### config.mk
export PLATFORM = sky130hd
export DESIGN_NAME = fifo_wr_ptr_full_flat
export DESIGN_NICKNAME = d
export VERILOG_FILES = /design/src/rtl/fifo_wr_ptr_full_if.sv /design/src/rtl/fifo_wr_ptr_full.sv /design/src/flat_wrapper.sv
export SDC_FILE = /design/constraint.sdc
export NUM_CORES = 1
export LEC_CHECK = 0
export ABC_AREA = 1
export CORE_MARGIN = 4
export CORE_UTILIZATION = 45
export DETAILED_ROUTE_END_ITERATION = 7
export HOLD_SLACK_MARGIN = 0.15
export PLACE_DENSITY = 0.76
export SLEW_MARGIN = 40
export SYNTH_ARGS = -nofsm -noshare
export SYNTH_HDL_FRONTEND = slang
export SYNTH_SLANG_ARGS = --single-unit
### constraint.sdc
create_clock -name wclk -period 2.7 [get_ports wclk]
set_input_delay 0.54 -clock wclk [delete_from_list [all_inputs] [get_ports wclk]]
set_output_delay 0.54 -clock wclk [all_outputs]
set_load 0.01 [all_outputs]
### src/rtl/fifo_wr_ptr_full_if.sv
// fifo_wr_ptr_full_if: write-side bus of the async FIFO pointer/status controller
//   master: producer side; drives winc, wq2_rptr, wovf_clr
//   slave : controller side; drives waddr, wclken, wptr, wfull, walmost_full, wfill, wovf
interface fifo_wr_ptr_full_if #(
    parameter int ADDR_WIDTH = 4
);
    logic                    winc;
    logic [ADDR_WIDTH-1:0]   wq2_rptr;
    logic                    wovf_clr;
    logic [ADDR_WIDTH-2:0]   waddr;
    logic                    wclken;
    logic [ADDR_WIDTH-1:0]   wptr;
    logic                    wfull;
    logic                    walmost_full;
    logic [ADDR_WIDTH-1:0]   wfill;
    logic                    wovf;

    modport master (
        output winc, wq2_rptr, wovf_clr,
        input  waddr, wclken, wptr, wfull, walmost_full, wfill, wovf
    );

    modport slave (
        input  winc, wq2_rptr, wovf_clr,
        output waddr, wclken, wptr, wfull, walmost_full, wfill, wovf
    );
endinterface

### src/rtl/fifo_wr_ptr_full.sv
// fifo_wr_ptr_full: async FIFO write-side pointer, full/almost-full, fill level and sticky overflow
//   wclk   : write clock
//   wrst_n : async active-low reset
//   bus    : slave side of fifo_wr_ptr_full_if
//            in : winc, wq2_rptr (Gray, already synchronized to wclk), wovf_clr
//            out: waddr, wclken, wptr (registered Gray), wfull, walmost_full, wfill, wovf
module fifo_wr_ptr_full #(
    parameter int FIFO_DEPTH   = 8,
    parameter int ADDR_WIDTH   = 4,
    parameter int AFULL_THRESH = 6
) (
    input  logic                 wclk,
    input  logic                 wrst_n,
    fifo_wr_ptr_full_if.slave    bus
);
    localparam int AW = ADDR_WIDTH;
    localparam logic [AW-1:0] DEPTH = FIFO_DEPTH[AW-1:0];
    localparam logic [AW-1:0] AFULL = AFULL_THRESH[AW-1:0];

    logic [AW-1:0] wbin;
    logic [AW-1:0] wbin_next;
    logic [AW-1:0] wgray_next;
    logic [AW-1:0] rbin_s;
    logic [AW-1:0] fill_next;
    logic          wfull_next;

    always_comb begin
        // gated by reset so no write strobe reaches memory while held in reset
        bus.wclken = bus.winc & ~bus.wfull & wrst_n;
        wbin_next  = wbin + {{(AW-1){1'b0}}, bus.wclken};
        wgray_next = wbin_next ^ (wbin_next >> 1);
        rbin_s     = '0;
        for (int i = 0; i < AW; i++)
            rbin_s[i] = ^(bus.wq2_rptr >> i);
        fill_next  = wbin_next - rbin_s;
        // full when write pointer has lapped read pointer: top two Gray bits inverted
        wfull_next = (wgray_next == {~bus.wq2_rptr[AW-1:AW-2], bus.wq2_rptr[AW-3:0]});
    end

    assign bus.waddr = wbin[AW-2:0];

    always_ff @(posedge wclk or negedge wrst_n) begin
        if (!wrst_n) begin
            wbin             <= '0;
            bus.wptr         <= '0;
            bus.wfull        <= 1'b0;
            bus.walmost_full <= 1'b0;
            bus.wfill        <= '0;
            bus.wovf         <= 1'b0;
        end else begin
            wbin             <= wbin_next;
            bus.wptr         <= wgray_next;
            bus.wfull        <= wfull_next;
            bus.walmost_full <= fill_next >= AFULL;
            // clamp guards against a corrupted synchronized read pointer
            bus.wfill        <= (fill_next > DEPTH) ? DEPTH : fill_next;
            // a rejected write wins over a same-cycle clear
            bus.wovf         <= (bus.winc & bus.wfull) ? 1'b1 : bus.wovf_clr ? 1'b0 : bus.wovf;
        end
    end
endmodule

### src/flat_wrapper.sv
// flat-port wrapper written by rule: the top's interface ports become plain ports
module fifo_wr_ptr_full_flat 
#(
    parameter int FIFO_DEPTH   = 8,
    parameter int ADDR_WIDTH   = 4,
    parameter int AFULL_THRESH = 6
)
  (wclk, wrst_n, bus_winc, bus_wq2_rptr, bus_wovf_clr, bus_waddr, bus_wclken, bus_wptr, bus_wfull, bus_walmost_full, bus_wfill, bus_wovf);
  fifo_wr_ptr_full_if #(.ADDR_WIDTH(ADDR_WIDTH)) bus_i ();
  input  logic wclk;
  input  logic wrst_n;
  input wire logic [$bits(bus_i.winc)-1:0] bus_winc;
  input wire logic [$bits(bus_i.wq2_rptr)-1:0] bus_wq2_rptr;
  input wire logic [$bits(bus_i.wovf_clr)-1:0] bus_wovf_clr;
  output wire logic [$bits(bus_i.waddr)-1:0] bus_waddr;
  output wire logic [$bits(bus_i.wclken)-1:0] bus_wclken;
  output wire logic [$bits(bus_i.wptr)-1:0] bus_wptr;
  output wire logic [$bits(bus_i.wfull)-1:0] bus_wfull;
  output wire logic [$bits(bus_i.walmost_full)-1:0] bus_walmost_full;
  output wire logic [$bits(bus_i.wfill)-1:0] bus_wfill;
  output wire logic [$bits(bus_i.wovf)-1:0] bus_wovf;
  assign bus_i.winc = bus_winc;
  assign bus_i.wq2_rptr = bus_wq2_rptr;
  assign bus_i.wovf_clr = bus_wovf_clr;
  assign bus_waddr = bus_i.waddr;
  assign bus_wclken = bus_i.wclken;
  assign bus_wptr = bus_i.wptr;
  assign bus_wfull = bus_i.wfull;
  assign bus_walmost_full = bus_i.walmost_full;
  assign bus_wfill = bus_i.wfill;
  assign bus_wovf = bus_i.wovf;
  fifo_wr_ptr_full #(.FIFO_DEPTH(FIFO_DEPTH), .ADDR_WIDTH(ADDR_WIDTH), .AFULL_THRESH(AFULL_THRESH)) u_core (.wclk(wclk), .wrst_n(wrst_n), .bus(bus_i));
endmodule
Word level (Yosys, flattened, before mapping):

Index checks and enable logic that the tools add are counted.
W data, S select, Z words.

* bits in registers: 15
* bits in latches: 0
* bits in writable memories: 0
* bits in read-only memories: 0
* input bits: 8
* logic and storage cells: 25
* memories: 0

* $add $sub $neg: 2
* multipliers: 0
* divide/modulo/power cells: 0
* order comparisons: 2
* equality and inequality tests: 1
* shift operators: 0
* multiplexer cells: 3
* bitwise logic cells: 6
* reductions and logical operators: 5

Operators by type and width (count)
* $reduce_xor A4 Y1: 4
* $add A4 B1 Y4: 1
* $eq A4 B4 Y1: 1
* $ge A4 B3 Y1 const B: 1
* $gt A4 B4 Y1 const B: 1
* $mux W4: 1
* $sub A4 B4 Y4: 1
* $xor A4 B3 Y4: 1
* $and A1 B1 Y1: 3
* $mux W1: 2
* $not A2 Y2: 1
* $reduce_bool A2 Y1: 1
* $not A1 Y1: 1

Logic depth before layout (Yosys ltp):

Gate-level depths: netlist of run 1.

* word-level depth: 7
* mapped depth: 14
* mapped depth without buffers: 14

Least setup slack after synthesis of run 1:

No wires, ideal clock.

* path type: input -> register
* from: in wrst_n
* to: reg u_core.bus.wfill[0]
* library setup time: 115 ps
* data arrival time: 2334 ps
* required time: 2585 ps
* slack: 251 ps
* cell stages on the path: 14
* buffers on the path: 0
* cell sequence: nand2_1 > nor2_1 > ha_1 > ha_1 > inv_1 > nand2_1 > nand2_1 > ha_1 > a21oi_1 > o21ai_0 > inv_1 > nand3_2 > nand2_2 > nor2_1

* word-level cells in the longest chain between the ends: 5

RTL lines
* start, declared: line flat_wrapper.sv:11 `input logic wrst_n;`
* $and A1 B1 Y1: line fifo_wr_ptr_full.sv:29 `bus.wclken = bus.winc & ~bus.wfull & wrst_n;`
* net bus_wclken: line flat_wrapper.sv:16 `output wire logic [$bits(bus_i.wclken)-1:0] bus_wclken;`
* $add A4 B1 Y4: line fifo_wr_ptr_full.sv:30 `wbin_next = wbin + {{(AW-1){1'b0}}, bus.wclken};`
* net u_core.wbin_next[2]: line fifo_wr_ptr_full.sv:21 `logic [AW-1:0] wbin_next;`
* $sub A4 B4 Y4: line fifo_wr_ptr_full.sv:35 `fill_next = wbin_next - rbin_s;`
* $gt A4 B4 Y1: line fifo_wr_ptr_full.sv:56 `bus.wfill <= (fill_next > DEPTH) ? DEPTH : fill_next;`
* $mux W4: line fifo_wr_ptr_full.sv:56
* end signal, assigned: line fifo_wr_ptr_full.sv:56
* end, declared: line fifo_wr_ptr_full_if.sv:25 `output waddr, wclken, wptr, wfull, walmost_full, wfill, wovf`

The timed path passes the listed nets, and every way through them passes these cells.
A chain may end at the register's enable or synchronous reset.

Worst setup path after layout of run 1:

* from: in wrst_n
* to: reg u_core.bus.wfill[1]

* word-level cells in the longest chain between the ends: 5

RTL lines (line)
* $and A1 B1 Y1: fifo_wr_ptr_full.sv:29
* $add A4 B1 Y4: fifo_wr_ptr_full.sv:30
* net u_core.wbin_next[2]: fifo_wr_ptr_full.sv:21
* $sub A4 B4 Y4: fifo_wr_ptr_full.sv:35
* $gt A4 B4 Y1: fifo_wr_ptr_full.sv:56
* $mux W4: fifo_wr_ptr_full.sv:56

The timed path passes the listed nets, and every way through them passes these cells.

==> impl_metrics.tcl, run 1 <==
set metrics [dict create \
    status "finished clean" \
    root_buffer "clkbuf_4" \
    post-cts-setup-buffers 0 \
    dpl_cell_area_mm2 0.001079 \
    cp-start-kind "input port" \
    clk_path_buf_depth 2 \
    r2r_slack_ps 550 \
    syn-instance-count 92 \
    worstMarginPinSlew_ps 361.7 \
    setup_viol 0 \
    firstDrtPassIters 4 \
    hold_path.class "flip-flop to flip-flop" \
    slowest_delay_ps 480 \
    p_leak_nw 0.5629 \
    arrival_ps 2700 \
    fp.dieH_um 49.99 \
    syn_avg_cell_area_um2 8.622 \
    finalInstanceArea_mm2 0.001109 \
    drive_gt1_share_pct 16.26 \
    antenna_found_initial 0 \
    yosysTopAreaCell "dfrtp_1" \
    peakVddDrop_uv 637.3 \
    synth.most_common_cell "nand2_1" \
    path_cells "clkdlybuf4s50_1 -> nand2_1 -> nor2_2 -> ha_2 -> ha_2 -> inv_1 -> nand2_1 -> nand2_1 -> ha_1 -> a21oi_1 -> o21ai_1 -> inv_1 -> nand3_2 -> nand2_2 -> nor2_1" \
    worstRegToRegCells 13 \
    cp_common_cell "nand2_1" \
    yosysSeqAreaShare_pct 44.16 \
    grt_overflow_total 0 \
    fmax_ghz 0.3961 \
    cp_top_family "adder cells" \
    cts_sinks 14 \
    period_needed_ps 2524 \
    synthTopCellsByCount "nand2_1, dfrtp_1, inv_1" \
    drtIter0Drc 8 \
    io_buffers 22 \
    drt_wl_total_um 1528 \
    ys_ff_latch 14 \
    io_pins 23 \
    vias 679 \
    synth_top_cells_by_area "dfrtp_1, nand2_1, ha_1" \
    grt_pass1_vias 686 \
    cp_slowest_cell "clkdlybuf4s50_1" \
    cap_violations 0 \
    clkTransAtPathRegs_ps 90 \
    slew_viol_final 0 \
    synth_flop_cell "dfrtp_1" \
    dieWidth_um 49.99 \
    cts_max_level 1 \
    drcViolationCount 0 \
    finalCritPeriodShare_pct 93.50 \
    dpl.hpwl_um 1252 \
    r2r_start "u_core.bus.wfull$_DFF_PN0_" \
    areaGrowthSynthToFinish_pct 39.75 \
    fin_skew_ps 5.879 \
    required_ps 2870 \
    n_fill_cell 120 \
    crit_path_end "u_core.bus.wfill[1]$_DFF_PN0_" \
    wl_per_cell_um 10.99 \
    num_antenna_cells 0 \
    path_class "input port to flip-flop" \
    synth_area_um2 793.3 \
    synthDistinctLibCells 16 \
    relSlewSlack_pct 75.71 \
    worst_setup_path_end_kind "flip-flop" \
    antenna_left 0 \
    reg2reg_to "u_core.bus.wfill[1]$_DFF_PN0_" \
    numCtsBuffers 3 \
    synthesis.nets 106 \
    cp_num_buf_inv 3 \
    cp_max_fo 4 \
    cts_tree "built" \
    powerDensity_mw_per_mm2 1207 \
    async_flop_share_pct 100.0 \
    place_congestion 0.7510 \
    fin_nets 139 \
    hold_viol_final 0 \
    die-area_mm2 0.002499 \
    synth_warnings 0 \
    grt_max_degree 15 \
    rows 14 \
    via_per_inst 4.885 \
    start_util_pct 50.32 \
    core-area_mm2 0.001577 \
    clock_latency_ps 280 \
    synth-edff-count 0 \
    crit_cells 15 \
    post-route-util_pct 70.32 \
    grt_first_pass_wirelength_um 2725 \
    critPathLaunch "wrst_n" \
    grtUsageTotal_pct 14.64 \
    synth_top_area_share_pct 44.16 \
]
==> final cells by class <==
cell class | instances | area [um2] | area share, %
Multi-Input combinational cell | 64 | 397.9 | 35.89
Sequential cell | 14 | 350.3 | 31.60
Timing Repair Buffer | 28 | 265.3 | 23.93
Clock buffer | 3 | 22.52 | 2.032
Inverter | 14 | 52.55 | 4.740
Tap cell | 16 | 20.02 | 1.806
==> cells by family after synthesis <==
family / Yosys count / share of synthesized area [%]
buffers and inverters: 14 / 6.625
AOI/OAI and AO/OA: 3 / 1.892
adders and majority gates: 6 / 10.41
and+or+nand+nor: 49 / 30.28
DFF: 14 / 44.16
xor gates and xnor gates: 6 / 6.626
==> worst min path at each step <==
stage / start / endpoint / slack, ps / depth (start not counted)
floorplan: wrst_n / u_core.bus.walmost_full$_DFF_PN0_ / 240 / 0
global placement: u_core.bus.wfull$_DFF_PN0_ / u_core.bus.wovf$_DFFE_PN0P_ / 500 / 2
detailed placement: u_core.wbin[0]$_DFF_PN0_ / u_core.wbin[0]$_DFF_PN0_ / 540 / 1
CTS: u_core.wbin[0]$_DFF_PN0_ / u_core.wbin[0]$_DFF_PN0_ / 560 / 1
global route: u_core.wbin[0]$_DFF_PN0_ / u_core.wbin[0]$_DFF_PN0_ / 580 / 1
finish: u_core.wbin[0]$_DFF_PN0_ / u_core.wbin[0]$_DFF_PN0_ / 560 / 1
==> layer usage <==
layer  global-route usage [%]  part of all wire [%]
met4                    8.295                   2.6
met1                    14.79                    45
met2                    25.87                    46
met3                    4.819                   5.6
met5                        0                     0
==> cell usage in the layout, fill, tap and decap left out, drive strengths merged <==
cell,instances
nand2,30
clkdlybuf4s50,22
inv,14
dfrtp,14
nand3,12
buf,6
nor2,5
ha,5
xnor2,3
xor2,3
clkbuf,3
nand4,2
o21ai,2
a21oi,1
fa,1
==> registers in the layout (all words and copies together) (netlist names) <==
| register | count |
|---|---|
| u_core.bus.wfill | 4 |
| u_core.bus.wptr | 4 |
| u_core.wbin | 3 |
| u_core.bus.walmost_full | 1 |
| u_core.bus.wfull | 1 |
| u_core.bus.wovf | 1 |
==> power by group <==
part           internal, mW  switching, mW  total, mW  leakage (nW)
clock network        0.0517         0.0659      0.118        0.0138
logic                 0.420          0.430      0.850         0.376
registers             0.311         0.0589      0.370         0.173
==> through the flow <==
step / cells / worst slack [ps] / setup TNS (ps) / hold WS [ps] / total power [mW]
finish: 139 / 175.6 / 0 / 564.8 / 1.338
global route: 139 / -1.034 / -1.770 / 583.4 / 1.488
CTS: 139 / 61.35 / 0 / 561.2 / 1.347
detailed placement: 136 / -194.4 / -909.4 / 540.6 / 1.225
global placement: 136 / -132.9 / -575.0 / 504.2 / 1.200
floorplan: 92 / 250.8 / 0 / 244.4 / 0.8651
==> timing repair <==
item | 4_1_cts | 5_1_grt
resized for setup | 0 | 4
endpoints found under the setup margin | 0 | 5
hold endpoints to repair | 0 | 0
hold buffers | 0 | 0
(Power assumes the default switching activity.)
==> run 2, diff against run 1 <==
ABC_AREA = unset   (was 1)
CAP_MARGIN = 20   (was unset)
CORE_UTILIZATION = 44   (was 45)
SETUP_SLACK_MARGIN = 0.15   (was unset)
==> impl_metrics.tcl, run 2 <==
set metrics [dict create \
    status "finished clean" \
    grt_overflow_total 0 \
    dieWidth_um 49.27 \
    arrival_ps 2620 \
    synthTopCellsByCount "dfrtp_1, xor2_1, xnor2_1" \
    io_buffers 22 \
    powerDensity_mw_per_mm2 1373 \
    cp_max_fo 7 \
    worst_setup_path_end_kind "flip-flop" \
    synth_fa_ha_area_share_pct 11.02 \
    synth_top_cells_by_area "dfrtp_1, xor2_1, ha_1" \
    grt_max_degree 15 \
    rsz0062_at_grt "no" \
    drtIter0Drc 3 \
    core-area_mm2 0.001559 \
    period_needed_ps 2412 \
    required_ps 2910 \
    place_congestion 0.8063 \
    synth.most_common_cell "dfrtp_1" \
    hold_viol_final 0 \
    wl_per_cell_um 13.66 \
    cap_violations 0 \
    path_class "input port to flip-flop" \
    cp_top_family "simple AND/OR/NAND/NOR gates" \
    num_antenna_cells 0 \
    p_leak_nw 0.5666 \
    synth_top_family_by_area "XOR/XNOR gates" \
    clk_path_buf_depth 2 \
    areaGrowthSynthToFinish_pct 62.27 \
    synth_area_um2 749.5 \
    cp_num_buf_inv 1 \
    synthesis.nets 77 \
    cts_sinks 14 \
    root_buffer "clkbuf_4" \
    syn-instance-count 63 \
    synth_top_area_share_pct 46.74 \
    via_per_inst 5.131 \
    grt_first_pass_wirelength_um 3015 \
    vias 626 \
    worstMarginPinSlew_ps 342.7 \
    clkTransAtPathRegs_ps 80 \
    cts_tree "built" \
    clock_latency_ps 280 \
    reg_top3 "u_core.bus.wfill x4, u_core.bus.wptr x4, u_core.wbin x3" \
    fmax_ghz 0.4146 \
    yosysTopAreaCell "dfrtp_1" \
    drcViolationCount 0 \
    synth-edff-count 0 \
    yosys.area_share.simple_pct 10.52 \
    drt_wl_total_um 1666 \
    fp.dieH_um 49.27 \
    synth_warnings 0 \
    syn_avg_cell_area_um2 11.90 \
    synth_flop_cell "dfrtp_1" \
    start_util_pct 48.07 \
    cts_max_level 1 \
    antenna_left 0 \
    finalCritPeriodShare_pct 89.34 \
    slowest_delay_ps 490 \
    synth_compound_area_share_pct 9.683 \
    synth_xor_area_share_pct 19.53 \
    power_mw 1.670 \
    drive_gt1_share_pct 34.91 \
    hold_buffers 0 \
    post-route-util_pct 78.01 \
    peakVddDrop_uv 771.3 \
    slew_viol_final 0 \
    relSlewSlack_pct 77.09 \
    final_common_cell "buf_4" \
    numCtsBuffers 3 \
    path_cells "dlygate4sd2_1 -> and3b_2 -> ha_4 -> ha_4 -> ha_4 -> nor2b_1 -> o21a_2 -> or4b_4 -> nand2_2" \
    rows 14 \
    firstDrtPassIters 4 \
    cp_common_cell "ha_4" \
    fin_skew_ps 8.932 \
    synthMuxAreaShare_pct 0 \
    async_flop_share_pct 100.0 \
    grt_pass1_vias 632 \
    grtUsageTotal_pct 16.62 \
    antenna_found_initial 0 \
    layout_common_cells "buf_4, clkdlybuf4s50_1, dfrtp_1, xor2_1, xnor2_1" \
    dpl.hpwl_um 1314 \
    yosysSeqAreaShare_pct 46.74 \
    hold_path.class "input port to asynchronous set/reset pin" \
    ys_ff_latch 14 \
    fin_nets 122 \
    synthDistinctLibCells 25 \
    die-area_mm2 0.002428 \
    setup_viol 0 \
    io_pins 23 \
    cp_slowest_cell "or4b_4" \
    cp-start-kind "input port" \
]
-- run 2: changes by cell type in the layout (fill, tap and decap cells not counted), moves of 3 or more --
cell	before	now
nand2_1	26	3
clkdlybuf4s50_1	22	17
inv_1	14	4
nand3_1	9	1
buf_4	6	19
nand3_2	3	0
ha_4	0	3
nor2_1	4	1
xor2_1	3	6
o211ai_1	0	3
-- run 2: path summary, 6_finish.rpt --
check,end,from,slack (ps),cells after the start
max in group asynchronous,u_core.bus.walmost_full$_DFF_PN0_,wrst_n,2200,2
hold reg to reg,u_core.bus.wovf$_DFFE_PN0P_,u_core.bus.wfull$_DFF_PN0_,530,2
hold / removal,u_core.bus.wovf$_DFFE_PN0P_,wrst_n,320,2
min in group wclk,u_core.bus.wovf$_DFFE_PN0P_,u_core.bus.wfull$_DFF_PN0_,530,2
setup reg to reg,u_core.bus.wfill[2]$_DFF_PN0_,u_core.bus.wfull$_DFF_PN0_,410,9
setup / recovery,u_core.bus.wfill[2]$_DFF_PN0_,wrst_n,290,9
-- run 2: final cells by class --
type	instances	area, um2
Tap cell	16	20.02
Timing Repair Buffer	41	352.8
Multi-Input combinational cell	44	455.4
Clock buffer	3	22.52
Fill cell	101	342.8
Sequential cell	14	350.3
Inverter	4	15.01
-- run 2: logic make-up after synthesis --
family	count (synthesis)
XOR/XNOR	15
buffers and inverters	5
adder cells (fa/ha/maj)	6
flip-flops	14
AND/OR/NAND/NOR	13
AO/OA/AOI/OAI	10
-- run 2: through the flow --
stage / worst slack (ps) / setup TNS, ps / hold slack [ps] / cells / cell area, um2
2_1_floorplan: 132.5 / 0 / 244.4 / 63 / 769.5
3_3_place_gp: -308.4 / -1056 / 497.6 / 116 / 1126
3_5_place_dp: -364.8 / -1285 / 503.8 / 116 / 1126
4_1_cts: 199.9 / 0 / 329.0 / 122 / 1199
5_1_grt: 181.5 / 0 / 345.4 / 122 / 1216
6_report: 287.9 / 0 / 323.4 / 122 / 1216
-- run 2: where the power goes --
group          internal (mW)  total (mW)  switching [mW]
registers              0.318       0.375          0.0566
clock network         0.0517       0.115          0.0637
logic                  0.679        1.18           0.500
total                   1.05        1.67           0.620
-- run 2: worst register-to-register path, stage by stage, from the launching register on --
cell and delay [ps]:
dfrtp_1 390, and3b_2 270, ha_4 210, inv_1 60, ha_2 170, inv_1 50
fa_2 360, xor2_2 160, or4b_4 480, nand2_2 80
-- run 2: timing repair --
item	in CTS	in global routing
buffers inserted	3	0
setup endpoints to repair	4	3
pin swaps	10	5
resized for setup	11	10
-- run 2: layer usage --
metal | global-route usage (%) | wire, um | vias to the layer above
met2 | 25.00 | 775 | 22
met4 | 14.69 | 73 | 0
met5 | 0 | 0 | -
li1 | - | - | 308
met1 | 21.04 | 751 | 289
met3 | 1.529 | 66 | 7
==> run 3, diff against run 2 <==
ABC_AREA = 1   (was unset)
CORE_UTILIZATION = 45   (was 44)
==> impl_metrics.tcl, run 3 (synthesized netlist as in run 1, its figures left out) <==
set metrics [dict create \
    status "finished clean" \
    dpl_cell_area_mm2 0.001079 \
    p_leak_nw 0.5752 \
    worst_hold_slack_ps 563.3 \
    worstMarginPinSlew_ps 307.5 \
    cts_sinks 14 \
    relSlewSlack_pct 79.40 \
    cap_violations 0 \
    place_ws_ps -194.4 \
    final_common_cell "nand2_1" \
    dpl.hpwl_um 1252 \
    wl_met3_um 114 \
    drive_gt1_share_pct 20.97 \
    cp_max_fo 4 \
    rsz0062_at_grt "no" \
    finalInstanceArea_mm2 0.001146 \
    layout_setup_ws_ps 283.5 \
    reg_top3 "u_core.bus.wfill x4, u_core.bus.wptr x4, u_core.wbin x3" \
    io_buffers 22 \
    via_per_inst 5.114 \
    cts_tree "built" \
    met2_length_um 802 \
    wl_per_cell_um 11.75 \
    io_pins 23 \
    start_util_pct 50.32 \
    worst_setup_path_end_kind "flip-flop" \
    path_class "input port to flip-flop" \
    hold_buffers 0 \
    cts_max_level 1 \
    root_buffer "clkbuf_4" \
    drt-met1-wl_um 687 \
    drcViolationCount 0 \
    clk_path_buf_depth 2 \
    firstDrtPassIters 4 \
    fin_nets 140 \
    num_antenna_cells 0 \
    arrival_ps 2590 \
    die-area_mm2 0.002499 \
    grt_first_pass_wirelength_um 2746 \
    areaGrowthSynthToFinish_pct 44.48 \
    place_congestion 0.7510 \
    numCtsBuffers 3 \
    powerDensity_mw_per_mm2 1210 \
    grtUsageTotal_pct 14.76 \
    slew_viol_final 0 \
    clkTransAtPathRegs_ps 80 \
    vias 716 \
    drtIter0Drc 22 \
    finalSetupTns_ps 0 \
    rows 14 \
    layout_common_cells "nand2_1, clkdlybuf4s50_1, inv_1, dfrtp_1, nand3_1" \
    dieWidth_um 49.99 \
    fin_skew_ps 1.665 \
    finalCritPeriodShare_pct 89.50 \
    core-area_mm2 0.001577 \
    fmax_ghz 0.4138 \
    hold_path.class "flip-flop to flip-flop" \
    setup_viol 0 \
    period_needed_ps 2417 \
    power_mw 1.387 \
    clock_latency_ps 270 \
    required_ps 2870 \
    antenna_found_initial 0 \
    fp.dieH_um 49.99 \
    cp-start-kind "input port" \
    hold_viol_final 0 \
    grt_pass1_vias 692 \
    top_layer "met4" \
    grt_overflow_total 0 \
    drt_wl_total_um 1645 \
    peakVddDrop_uv 664.5 \
    antenna_left 0 \
    grt_max_degree 15 \
]
-- run 3: cell count changes in the layout (fill, tap and decap cells not counted), moves of 5 or more --
cell	previous run	this run
buf_4	19	7
clkdlybuf4s50_1	17	22
inv_1	4	14
nand2_1	3	25
nand3_1	1	9
-- run 3: layer usage --
metal	vias to the layer above	track usage [%]
met3	4	4.819
met5	-	0
li1	359	-
met2	29	26.09
met4	0	8.295
met1	324	14.98
-- run 3: per-stage QoR --
stage	util [%]	cells
2_1_floorplan	-	92
3_3_place_gp	68.41	136
3_5_place_dp	68.41	136
4_1_cts	70.16	139
5_1_grt	72.70	140
6_report	72.70	140
-- run 3: where the power goes --
group | leakage, nW | switching, mW | internal, mW
Combinational | 0.389 | 0.457 | 0.444
Clock | 0.0138 | 0.0646 | 0.0516
Sequential | 0.173 | 0.0579 | 0.311
-- run 3: timing repair --
action / 4_1_cts / 5_1_grt
gates resized for setup: 3 / 6
setup buffers: 0 / 1
endpoints found under the setup margin: 5 / 5
pin swaps: 0 / 3
-- run 3: path summary, 6_finish.rpt --
kind                                             from  cells past startpoint                                 to  slack (ps)
setup reg to reg           u_core.bus.wfull$_DFF_PN0_                     13      u_core.bus.wfill[1]$_DFF_PN0_         660
hold / removal             u_core.bus.wfull$_DFF_PN0_                      2        u_core.bus.wovf$_DFFE_PN0P_         560
max in group asynchronous                      wrst_n                      2  u_core.bus.walmost_full$_DFF_PN0_        1930
hold reg to reg            u_core.bus.wfull$_DFF_PN0_                      2        u_core.bus.wovf$_DFFE_PN0P_         560
min in group asynchronous                      wrst_n                      2        u_core.bus.wovf$_DFFE_PN0P_         610
setup / recovery                               wrst_n                     15      u_core.bus.wfill[1]$_DFF_PN0_         280
-- run 3: cell type report --
type | instances | area [um2]
tap | 16 | 20.02
inverter | 14 | 52.55
multi-input combinational | 64 | 427.9
clock buffer | 3 | 22.52
fill | 117 | 430.4
timing repair buffer | 29 | 272.8
sequential | 14 | 350.3
-- run 3: critical path: stages --
cell             delay [ps]
clkdlybuf4s50_1         480
nand2_1                  70
nor2_2                  100
ha_2                    200
ha_2                    190
inv_1                    60
nand2_1                  90
nand2_2                  90
ha_4                    230
a21oi_2                 160
o21ai_2                  90
inv_1                    70
nand3_2                  90
nand2_2                 100
nor2_1                   50
